`src/rtl/y86_pkg.sv`:
```
// y86_pkg: shared Y86-64 encodings used by the fetch stage and later pipeline stages
package y86_pkg;
  localparam logic [63:0] PC_RESET = 64'd0;
  localparam logic [3:0] HALT = 4'h0, NOP = 4'h1, CMOVXX = 4'h2, IRMOVQ = 4'h3;
  localparam logic [3:0] RMMOVQ = 4'h4, MRMOVQ = 4'h5, OPQ = 4'h6, JXX = 4'h7;
  localparam logic [3:0] CALL = 4'h8, RET = 4'h9, PUSHQ = 4'hA, POPQ = 4'hB;
  localparam logic [3:0] REG_NONE = 4'hF;
  typedef enum logic [1:0] {AOK = 2'd0, HLT = 2'd1, ADR = 2'd2, INS = 2'd3} stat_t;
  typedef enum logic [1:0] {FETCH, DONE, HALTED} state_t;
endpackage

```
`src/rtl/fetch_unit_if.sv`:
```
// fetch_unit_if: byte-wide instruction memory port plus the decode-side valid/ready channel
interface fetch_unit_if;
  import y86_pkg::*;
  logic        imem_req, imem_ack, imem_err, fetch_valid, fetch_ready, pc_load;
  logic [63:0] imem_addr, pc_new, valC, valP;
  logic [7:0]  imem_data;
  logic [3:0]  icode, ifun, rA, rB;
  stat_t       stat;
  modport master (
    output imem_req, imem_addr, fetch_valid, icode, ifun, rA, rB, valC, valP, stat,
    input  imem_ack, imem_data, imem_err, fetch_ready, pc_load, pc_new
  );
  modport slave (
    input  imem_req, imem_addr, fetch_valid, icode, ifun, rA, rB, valC, valP, stat,
    output imem_ack, imem_data, imem_err, fetch_ready, pc_load, pc_new
  );
endinterface

```
`src/rtl/y86_instr_len.sv`:
```
// y86_instr_len: icode to instruction shape (validity, register byte, constant, length)
module y86_instr_len
  import y86_pkg::*;
(
  input  logic [3:0] i_icode,
  output logic       o_valid,
  output logic       o_need_regids,
  output logic       o_need_valc,
  output logic [3:0] o_len
);
  assign o_valid = i_icode <= POPQ;
  assign o_need_regids = i_icode inside {CMOVXX, IRMOVQ, RMMOVQ, MRMOVQ, OPQ, PUSHQ, POPQ};
  assign o_need_valc = i_icode inside {IRMOVQ, RMMOVQ, MRMOVQ, JXX, CALL};
  assign o_len = 4'd1 + (o_need_regids ? 4'd1 : 4'd0) + (o_need_valc ? 4'd8 : 4'd0);
endmodule

```
`src/rtl/fetch_unit.sv`:
```
// fetch_unit: multi-cycle Y86-64 fetch stage reading one instruction byte per memory handshake
module fetch_unit
  import y86_pkg::*;
(
  input  logic         clk,
  input  logic         rst_n,
  fetch_unit_if.master bus
);
  state_t      r_state, w_state;
  stat_t       r_stat, w_stat;
  logic [63:0] r_pc, w_pc, r_addr, w_addr, r_valc, w_valc, r_valp, w_valp;
  logic [3:0]  r_cnt, w_cnt, r_icode, w_icode, r_ifun, w_ifun, r_ra, w_ra, r_rb, w_rb;
  logic [3:0]  w_len_icode, w_len;
  logic [2:0]  w_vidx;
  logic        r_req, w_req, r_valid, w_valid, w_ack, w_ok, w_regids, w_has_valc, w_last;

  assign w_ack = r_state == FETCH && r_req && bus.imem_ack;
  assign w_len_icode = (r_cnt == 4'd0 && !bus.imem_err) ? bus.imem_data[7:4] : r_icode;
  assign w_last = bus.imem_err || !w_ok || r_cnt + 4'd1 == w_len;
  assign w_vidx = r_cnt[2:0] - (w_regids ? 3'd2 : 3'd1);

  y86_instr_len u_len (
    .i_icode       (w_len_icode),
    .o_valid       (w_ok),
    .o_need_regids (w_regids),
    .o_need_valc   (w_has_valc),
    .o_len         (w_len)
  );

  // next state: byte capture while fetching, PC update and field reset on accept
  always_comb begin
    w_state = r_state;
    w_stat  = r_stat;
    w_pc    = r_pc;
    w_addr  = r_addr;
    w_cnt   = r_cnt;
    w_req   = r_req;
    w_valid = r_valid;
    w_icode = r_icode;
    w_ifun  = r_ifun;
    w_ra    = r_ra;
    w_rb    = r_rb;
    w_valc  = r_valc;
    w_valp  = r_valp;
    if (w_ack) begin
      if (bus.imem_err) w_stat = ADR;
      else if (r_cnt == 4'd0) begin
        w_icode = bus.imem_data[7:4];
        w_ifun  = bus.imem_data[3:0];
        w_stat  = !w_ok ? INS : bus.imem_data[7:4] == HALT ? HLT : AOK;
      end else if (w_regids && r_cnt == 4'd1) begin
        w_ra = bus.imem_data[7:4];
        w_rb = bus.imem_data[3:0];
      end else if (w_has_valc) w_valc[{w_vidx, 3'b000} +: 8] = bus.imem_data;
      if (w_last) begin
        w_state = DONE;
        w_req   = 1'b0;
        w_valid = 1'b1;
        w_valp  = r_pc + {60'd0, w_len};
      end else begin
        w_cnt  = r_cnt + 4'd1;
        w_addr = r_pc + {60'd0, r_cnt + 4'd1};
      end
    end else if (r_state == FETCH) w_req = 1'b1;
    else if (r_state == DONE && bus.fetch_ready) begin
      w_valid = 1'b0;
      if (r_stat != AOK) w_state = HALTED;
      else begin
        w_state = FETCH;
        w_pc    = bus.pc_load ? bus.pc_new : r_valp;
        w_addr  = bus.pc_load ? bus.pc_new : r_valp;
        w_cnt   = 4'd0;
        w_icode = HALT;
        w_ifun  = 4'h0;
        w_ra    = REG_NONE;
        w_rb    = REG_NONE;
        w_valc  = 64'd0;
      end
    end
  end

  // state register; every output comes straight from here
  always_ff @(posedge clk or negedge rst_n) begin
    if (!rst_n) begin
      r_state <= FETCH;
      r_stat  <= AOK;
      r_pc    <= PC_RESET;
      r_addr  <= PC_RESET;
      r_cnt   <= 4'd0;
      r_req   <= 1'b0;
      r_valid <= 1'b0;
      r_icode <= HALT;
      r_ifun  <= 4'h0;
      r_ra    <= REG_NONE;
      r_rb    <= REG_NONE;
      r_valc  <= 64'd0;
      r_valp  <= 64'd0;
    end else begin
      r_state <= w_state;
      r_stat  <= w_stat;
      r_pc    <= w_pc;
      r_addr  <= w_addr;
      r_cnt   <= w_cnt;
      r_req   <= w_req;
      r_valid <= w_valid;
      r_icode <= w_icode;
      r_ifun  <= w_ifun;
      r_ra    <= w_ra;
      r_rb    <= w_rb;
      r_valc  <= w_valc;
      r_valp  <= w_valp;
    end
  end

  assign bus.imem_req    = r_req;
  assign bus.imem_addr   = r_addr;
  assign bus.fetch_valid = r_valid;
  assign bus.icode       = r_icode;
  assign bus.ifun        = r_ifun;
  assign bus.rA          = r_ra;
  assign bus.rB          = r_rb;
  assign bus.valC        = r_valc;
  assign bus.valP        = r_valp;
  assign bus.stat        = r_stat;
endmodule

```
`src/flat_wrapper.sv`:
```
// flat-port wrapper written by rule: the top's interface ports become plain ports
module fetch_unit_flat import y86_pkg::*;
  (clk, rst_n, bus_imem_req, bus_imem_addr, bus_fetch_valid, bus_icode, bus_ifun, bus_rA, bus_rB, bus_valC, bus_valP, bus_stat, bus_imem_ack, bus_imem_data, bus_imem_err, bus_fetch_ready, bus_pc_load, bus_pc_new);
  fetch_unit_if bus_i ();
  input  logic clk;
  input  logic rst_n;
  output wire logic [$bits(bus_i.imem_req)-1:0] bus_imem_req;
  output wire logic [$bits(bus_i.imem_addr)-1:0] bus_imem_addr;
  output wire logic [$bits(bus_i.fetch_valid)-1:0] bus_fetch_valid;
  output wire logic [$bits(bus_i.icode)-1:0] bus_icode;
  output wire logic [$bits(bus_i.ifun)-1:0] bus_ifun;
  output wire logic [$bits(bus_i.rA)-1:0] bus_rA;
  output wire logic [$bits(bus_i.rB)-1:0] bus_rB;
  output wire logic [$bits(bus_i.valC)-1:0] bus_valC;
  output wire logic [$bits(bus_i.valP)-1:0] bus_valP;
  output wire logic [$bits(bus_i.stat)-1:0] bus_stat;
  input wire logic [$bits(bus_i.imem_ack)-1:0] bus_imem_ack;
  input wire logic [$bits(bus_i.imem_data)-1:0] bus_imem_data;
  input wire logic [$bits(bus_i.imem_err)-1:0] bus_imem_err;
  input wire logic [$bits(bus_i.fetch_ready)-1:0] bus_fetch_ready;
  input wire logic [$bits(bus_i.pc_load)-1:0] bus_pc_load;
  input wire logic [$bits(bus_i.pc_new)-1:0] bus_pc_new;
  assign bus_imem_req = bus_i.imem_req;
  assign bus_imem_addr = bus_i.imem_addr;
  assign bus_fetch_valid = bus_i.fetch_valid;
  assign bus_icode = bus_i.icode;
  assign bus_ifun = bus_i.ifun;
  assign bus_rA = bus_i.rA;
  assign bus_rB = bus_i.rB;
  assign bus_valC = bus_i.valC;
  assign bus_valP = bus_i.valP;
  assign bus_stat = bus_i.stat;
  assign bus_i.imem_ack = bus_imem_ack;
  assign bus_i.imem_data = bus_imem_data;
  assign bus_i.imem_err = bus_imem_err;
  assign bus_i.fetch_ready = bus_fetch_ready;
  assign bus_i.pc_load = bus_pc_load;
  assign bus_i.pc_new = bus_pc_new;
  fetch_unit u_core (.clk(clk), .rst_n(rst_n), .bus(bus_i));
endmodule
```
`config.mk`:
```
export PLATFORM = sky130hd
export DESIGN_NAME = fetch_unit_flat
export DESIGN_NICKNAME = d
export VERILOG_FILES = /design/src/rtl/y86_pkg.sv /design/src/rtl/fetch_unit_if.sv /design/src/rtl/y86_instr_len.sv /design/src/rtl/fetch_unit.sv /design/src/flat_wrapper.sv
export SDC_FILE = /design/constraint.sdc
export NUM_CORES = 1
export LEC_CHECK = 0
export ABC_AREA = 1
export CORE_MARGIN = 5
export CORE_UTILIZATION = 58
export DETAILED_ROUTE_END_ITERATION = 10
export GPL_TIMING_DRIVEN = 0
export PLACE_DENSITY = 0.91
export SYNTH_ARGS = -nofsm -noshare
export SYNTH_HDL_FRONTEND = slang
export SYNTH_SLANG_ARGS = --single-unit
export TNS_END_PERCENT = 100
```
`constraint.sdc`:
```
create_clock -name clk -period 5.6 [get_ports clk]
set_input_delay 1.68 -clock clk [delete_from_list [all_inputs] [get_ports clk]]
set_output_delay 1.68 -clock clk [all_outputs]
set_load 0.02 [all_outputs]
```
Yosys cells after proc, flatten, opt, wreduce, memory -nomap -nowiden
Index checks and enable logic that the tools add are counted.

word-level totals
  register bits after elaboration = 282
  bits in latches = 0
  memory bits (writable) = 0
  memory bits (read-only) = 0
  output and inout port bits = 212
  word-level logic and storage cells = 132
  memories = 0

operators by class
  $add $sub $neg = 7
  $mul = 0
  divide/modulo/power cells = 0
  $lt $le $gt $ge = 1
  equal/unequal tests = 22
  shift operators = 2
  mux-type cells = 57
  bitwise gates (word level) = 3
  reductions and logical operators = 27

operators by type and width
  cell                                                                     number
  64-bit 2-to-1 mux                                                        14
  64-bit by 4-bit adder with 64-bit output                                 2
  4-bit 2-to-1 mux                                                         24
  64-bit bitwise mux                                                       1
  8-bit by 8-bit variable shift with 64-bit output (first input constant)  1
  8-bit by 8-bit indexed part select with 64-bit output                    1
  2-bit 2-to-1 mux                                                         9
  4-bit by 3-bit == test with 1-bit output (second input constant)         4
  2-bit != test (second input constant)                                    8
  4-bit == test (second input constant)                                    3
  1-bit 2-to-1 mux                                                         9
  4-bit by 2-bit == test with 1-bit output (second input constant)         2
  4-bit zero test                                                          2
  6-bit negation with 8-bit output                                         1
  4-bit AND reduction                                                      2
  2-bit nonzero test                                                       4
  7-bit AND reduction                                                      1
  7-bit nonzero test                                                       1
  2-bit AND reduction                                                      3
  6-bit AND reduction                                                      1
  1-bit logical AND                                                        5
  5-bit AND reduction                                                      1
  5-bit nonzero test                                                       1
  2-bit by 4-bit adder with 4-bit output                                   1
  other kinds (13)                                                         18

Longest topological paths before layout
Gate-level depths: netlist of run 1.

  word-level depth = 15
  gate-level depth with buffers = 24
  depth with buffers taken out = 22

By module
From an unflattened synthesis of run 1, not the netlist that was laid out.

second synthesis, totals
  cells, all modules = 2,206
  area, all modules = 15,899.0 µm²

modules (own cells, without submodules)
  module         instances  cells an instance  area each (µm²)
  fetch_unit     1          2,186              15,803.9
  y86_instr_len  1          20                 95.1

Worst setup path before layout of run 1
No wires, ideal clock.

  path type = input to register
  from = in bus_imem_err
  to = reg u_core.r_valc[0] (netlist: u_core.bus.valC[0])
  setup time = 0.065 ns
  arrival time = 4.705 ns
  required time = 5.535 ns
  path slack = 0.829 ns
  cell stages on the path = 18
  buffers on the path = 1
  path through = clkinv_1 > nand3_4 > buf_6 > nand2_1 > nand2_1 > nor2_1 > nand2_1 > nand2_2 > inv_1 > ha_1 > fa_1 > ha_1 > ha_1 > nor4_1 > inv_1 > nor2_1 > nand2_1 > nand2_1

on the way
  longest elaborated chain between the ends = 15

RTL lines
  element                                                                                                                           RTL line             text
  start, declared                                                                                                                   flat_wrapper.sv:19   input wire logic [$bits(bus_i.imem_err)-1:0] bus_imem_err;
  1-bit zero test                                                                                                                   fetch_unit.sv:18     assign w_len_icode = (r_cnt == 4'd0 && !bus.imem_err) ? bus.imem_data[7:4] : r_icode;
  1-bit logical AND                                                                                                                 fetch_unit.sv:18
  4-bit 2-to-1 mux                                                                                                                  fetch_unit.sv:18
  4-bit by 2-bit == test with 1-bit output, or another cell as far along                                                            y86_instr_len.sv:12  assign o_need_regids = i_icode inside {CMOVXX, IRMOVQ, RMMOVQ, MRMOVQ, OPQ, PUSHQ, POPQ};
  7-bit nonzero test                                                                                                                y86_instr_len.sv:12
  2-bit 2-to-1 mux                                                                                                                  fetch_unit.sv:20     assign w_vidx = r_cnt[2:0] - (w_regids ? 3'd2 : 3'd1);
  3-bit subtractor                                                                                                                  fetch_unit.sv:20
  6-bit negation with 8-bit output                                                                                                  fetch_unit.sv:54     end else if (w_has_valc) w_valc[{w_vidx, 3'b000} +: 8] = bus.imem_data;
  8-bit by 8-bit indexed part select with 64-bit output / 8-bit by 8-bit variable shift with 64-bit output (equally long branches)  fetch_unit.sv:54
  64-bit bitwise mux                                                                                                                fetch_unit.sv:54
  64-bit 2-to-1 mux                                                                                                                 fetch_unit.sv:54
  64-bit 2-to-1 mux                                                                                                                 fetch_unit.sv:51     end else if (w_regids && r_cnt == 4'd1) begin
  64-bit 2-to-1 mux                                                                                                                 fetch_unit.sv:47     else if (r_cnt == 4'd0) begin
  64-bit 2-to-1 mux                                                                                                                 fetch_unit.sv:46     if (bus.imem_err) w_stat = ADR;
  64-bit 2-to-1 mux                                                                                                                 fetch_unit.sv:45     if (w_ack) begin
  end signal, assigned                                                                                                              fetch_unit.sv:110    r_valc <= w_valc;
  end, declared                                                                                                                     fetch_unit.sv:11     logic [63:0] r_pc, w_pc, r_addr, w_addr, r_valc, w_valc, r_valp, w_valp;

Parallel ways exist; a longest one is shown, timed or not. The select of a mux whose other input is x is not followed.
A chain may end at the register's enable or synchronous reset.

Final worst setup path of run 1
  from = in bus_imem_err
  to = reg u_core.r_valp[44] (netlist: u_core.bus.valP[44])

on the way
  longest elaborated chain between the ends = 11

RTL lines
  element                                                                            RTL line           text
  branches (longest 11 deep; another with 64-bit by 4-bit adder with 64-bit output)  --
  end signal, assigned                                                               fetch_unit.sv:111  r_valp <= w_valp;
  end, declared                                                                      fetch_unit.sv:11

Parallel ways; which one is timed is not known.

==> results of run 1 <==
## sequential cells by signal, indices dropped and copies added (netlist names), 4 cells and up
name,cells
u_core.bus.rA,4
u_core.r_pc,64
u_core.r_cnt,4
u_core.bus.ifun,4
u_core.bus.imem_addr,64
u_core.bus.valP,64
u_core.bus.icode,4
u_core.bus.rB,4
u_core.bus.valC,64
## kinds of logic (layout without fill, tap and decap cells)
kind of cell             Yosys count  in the layout
adder cells (fa/ha/maj)           17             17
flip-flops                       281            281
XOR/XNOR                          95             95
AND/OR/NAND/NOR                 1450           1450
buffers and inverters            255            600
AO/OA/AOI/OAI                    193            193
## worst max-delay path, cell delays in order
cell and delay (ns):
clkdlybuf4s50_1 0.58, clkinvlp_4 0.25, nand3_4 0.16, buf_6 0.14
nand2_1 0.06, nand2_1 0.10, nor2_1 0.06, nand2_1 0.10
nand2_2 0.11, inv_1 0.14, ha_1 0.19, inv_1 0.06
fa_1 0.44, o21bai_4 0.26, nand2_1 0.17, inv_1 0.19
nand2_1 0.14, nor2_2 0.25, nand2_2 0.19, nor2_1 0.16
xor2_1 0.25, nand3_1 0.13, nand2_1 0.13
## path summary, 6_finish.rpt
| check | from | end | slack [ns] | depth (start not counted) |
|---|---|---|---|---|
| max in group asynchronous | rst_n | u_core.bus.imem_addr[24] | 3.63 | 2 |
| hold reg to reg | u_core.bus.imem_addr[14] | u_core.bus.imem_addr[14] | 0.47 | 2 |
| min in group asynchronous | rst_n | u_core.bus.valC[4] | 1.02 | 1 |
| setup / recovery | bus_imem_err | u_core.bus.valP[44] | 0.15 | 23 |
| hold / removal | u_core.bus.imem_addr[14] | u_core.bus.imem_addr[14] | 0.47 | 2 |
| setup reg to reg | u_core.r_cnt[0] | u_core.bus.valC[3] | 1.15 | 20 |
## cells in the final DEF, fill, tap and decap left out, types with 4 or more instances in the layout
cell type,netlist,final
a21oi_1,12,12
a31oi_1,17,17
buf_1,5,5
buf_2,11,11
buf_4,7,7
buf_6,12,12
bufinv_16,0,5
clkbuf_1,58,61
clkbuf_16,0,29
clkbuf_8,0,7
clkdlybuf4s50_1,0,288
clkinv_2,0,7
dfrtp_1,273,273
dfstp_2,8,8
ha_1,14,14
inv_1,158,158
nand2_1,975,974
nand3_1,198,198
nand4_1,33,33
nor2_1,194,191
nor3_1,32,31
o21ai_0,148,148
o21ai_2,7,7
o31ai_1,6,6
or2_2,4,4
xnor2_1,6,6
xor2_1,89,89
## power by group through the flow
stage / clock (mW) / combinational [mW] / sequential (mW)
CTS: 2.12 / 0.278 / 2.03
finish: 2.14 / 0.287 / 2.03
floorplan: 0 / 0.120 / 2.07
global placement: 0 / 0.263 / 2.07
detailed placement: 0 / 0.275 / 2.07
global route: 2.22 / 0.310 / 2.03
## area by class of cell
type / count / share of cell area, %
multi-input combinational: 1755 / 38.9
sequential: 281 / 34.1
timing repair buffer: 291 / 14.3
clock buffer: 39 / 4.04
inverter: 162 / 2.96
buffer: 93 / 2.32
tap: 378 / 2.29
clock inverter: 15 / 1.02
## layer usage
layer | vias to the layer above | wire [um] | GRT usage (%)
li1 | 7920 | - | -
met1 | 8409 | 24300 | 54.2
met2 | 1463 | 30700 | 68.5
met3 | 325 | 8390 | 9.89
met4 | 0 | 5100 | 25.3
met5 | - | 0 | 0
## stage by stage
stage / hold slack (ns) / power (mW) / setup WS, ns
6_report: 0.473 / 4.46 / 0.147
5_1_grt: 0.502 / 4.55 / 0.0120
4_1_cts: 0.473 / 4.43 / 0.0307
3_5_place_dp: 0.458 / 2.34 / -0.729
3_3_place_gp: 0.452 / 2.33 / -8.92
2_1_floorplan: 0.453 / 2.19 / 0.829
==> results.cfg, run 1 <==
[clocking]
cts_buffers = 29
insertion_delay_ns = 0.58
cts_root_buf = clkbuf_16
cts_tree = built
postCtsHoldBufs = 0
clk_path_buf_depth = 3
clk_pin_slew_ns = 0.06
postCtsResizedCells = 3
clock_sinks = 281
cts_max_level = 1
cts_setup_buffers = 0

[floorplan]
coreArea_sq_um = 27600
die_y_um = 177
fp.dieW_um = 177
die-area_sq_um = 31200
start_util_pct = 58.4
placementRows = 61
io_pins = 290

[synthesis]
ys_seq_area_share_pct = 43.7
synth_area_leaders = dfrtp_1, nand2_1, nand3_1
yosysWarnings = 0
synth_top_family_by_area = simple AND/OR/NAND/NOR gates
synth_seq_cells = 281
ys.flop_type = dfrtp_1
synth_top_area_cell = dfrtp_1
synth_xor_xnor_area_share_pct = 5.16
synth_compound_area_share_pct = 6.41
muxShareOfSynthArea_pct = 0
synthAdderAreaFrac_pct = 1.46
avgSynthCellArea_sq_um = 7.04
synth.most_common_cell = nand2_1
synth_cell_type_count = 35
synth_edf_count = 0
synthTopCellsByCount = nand2_1, dfrtp_1, nand3_1
synth_top_area_share_pct = 42.4
syn_nets = 2386
synth-simple-area-share_pct = 36.6
synthArstFlopShare_pct = 100
syn-cell-area_sq_um = 16100
syn_inst = 2291

[final_layout]
layout.nets = 2708
diodes = 0
area_delta_synth_final_pct = 28.0
drive_above_1_share_pct = 4.55
finalCoreUtilization_pct = 74.7
fillers = 2053
multi_input_area_sq_um = 8040
seqCellArea_sq_um = 7040
stdcell_count = 3014
final_area_sq_um = 20600

[placed_design]
dpl.hpwl_mm = 51.6
placedCellCount = 2960
placed_area_sq_um = 19600
gp_congestion = 1.12
port_buffers = 289

[pwr]
comb_power_share_pct = 6.4
power_switching_mw = 1.06
leakage_nw = 10.7
p_clk_share_pct = 48.0
powerDensity_nw_per_um2 = 216
swShare_pct = 23.8
p_int_mw = 3.40
pwr-share-seq_pct = 45.5
ir_drop_uv = 216

[outcome]
outcome = finished clean

[detailed_routing]
first_pass_iters = 8
postRouteAntennaNets = 0
finalWirelength_mm = 68.5
drc = 0
dr_total_vias = 18100
drt_first_iter_violations = 2342
viasPerCell = 6.01
routedWlPerCell_um = 22.7

[global_route]
grt_pass1_wl_mm = 103
antenna_found_initial = 1
grt_max_degree = 128
grt-ovfl-total = 0
grt_usage_pct = 43.1
first_global_vias = 17500

[setup_path]
worstSetupPathType = primary input to flop
cp.arrival_ns = 5.95
worstSetupStartpointType = primary input
cp_max_fo = 10
cp-end-kind = flop
cp_data_required_time_ns = 6.09

[sta]
final-hold-violation-count = 0
finalSetupViolations = 0
worstMarginPinSlew_ns = 1.31
final.setup_skew_ns = 0.0297
slew_headroom_pct = 12.6
min_period_over_period_pct = 97.4
drv_slew = 0
rsz0062_at_grt = no
fin_setup_tns_ns = 0
fin_crit_ns = 5.45
max_freq_mhz = 183

[hold_path]
hp-class = flop to flop

[run]
drv_cap = 0
(Power assumes the default switching activity.)
==> run 2: changes to the inputs <==
--- a/constraint.sdc
+++ b/constraint.sdc
@@ -3,2 +3,2 @@
 set_output_delay 1.68 -clock clk [all_outputs]
-set_load 0.02 [all_outputs]
+set_load 0.01 [all_outputs]
==> results of run 2 <==
Final layout, timing and power as in run 1 (identical DEF).
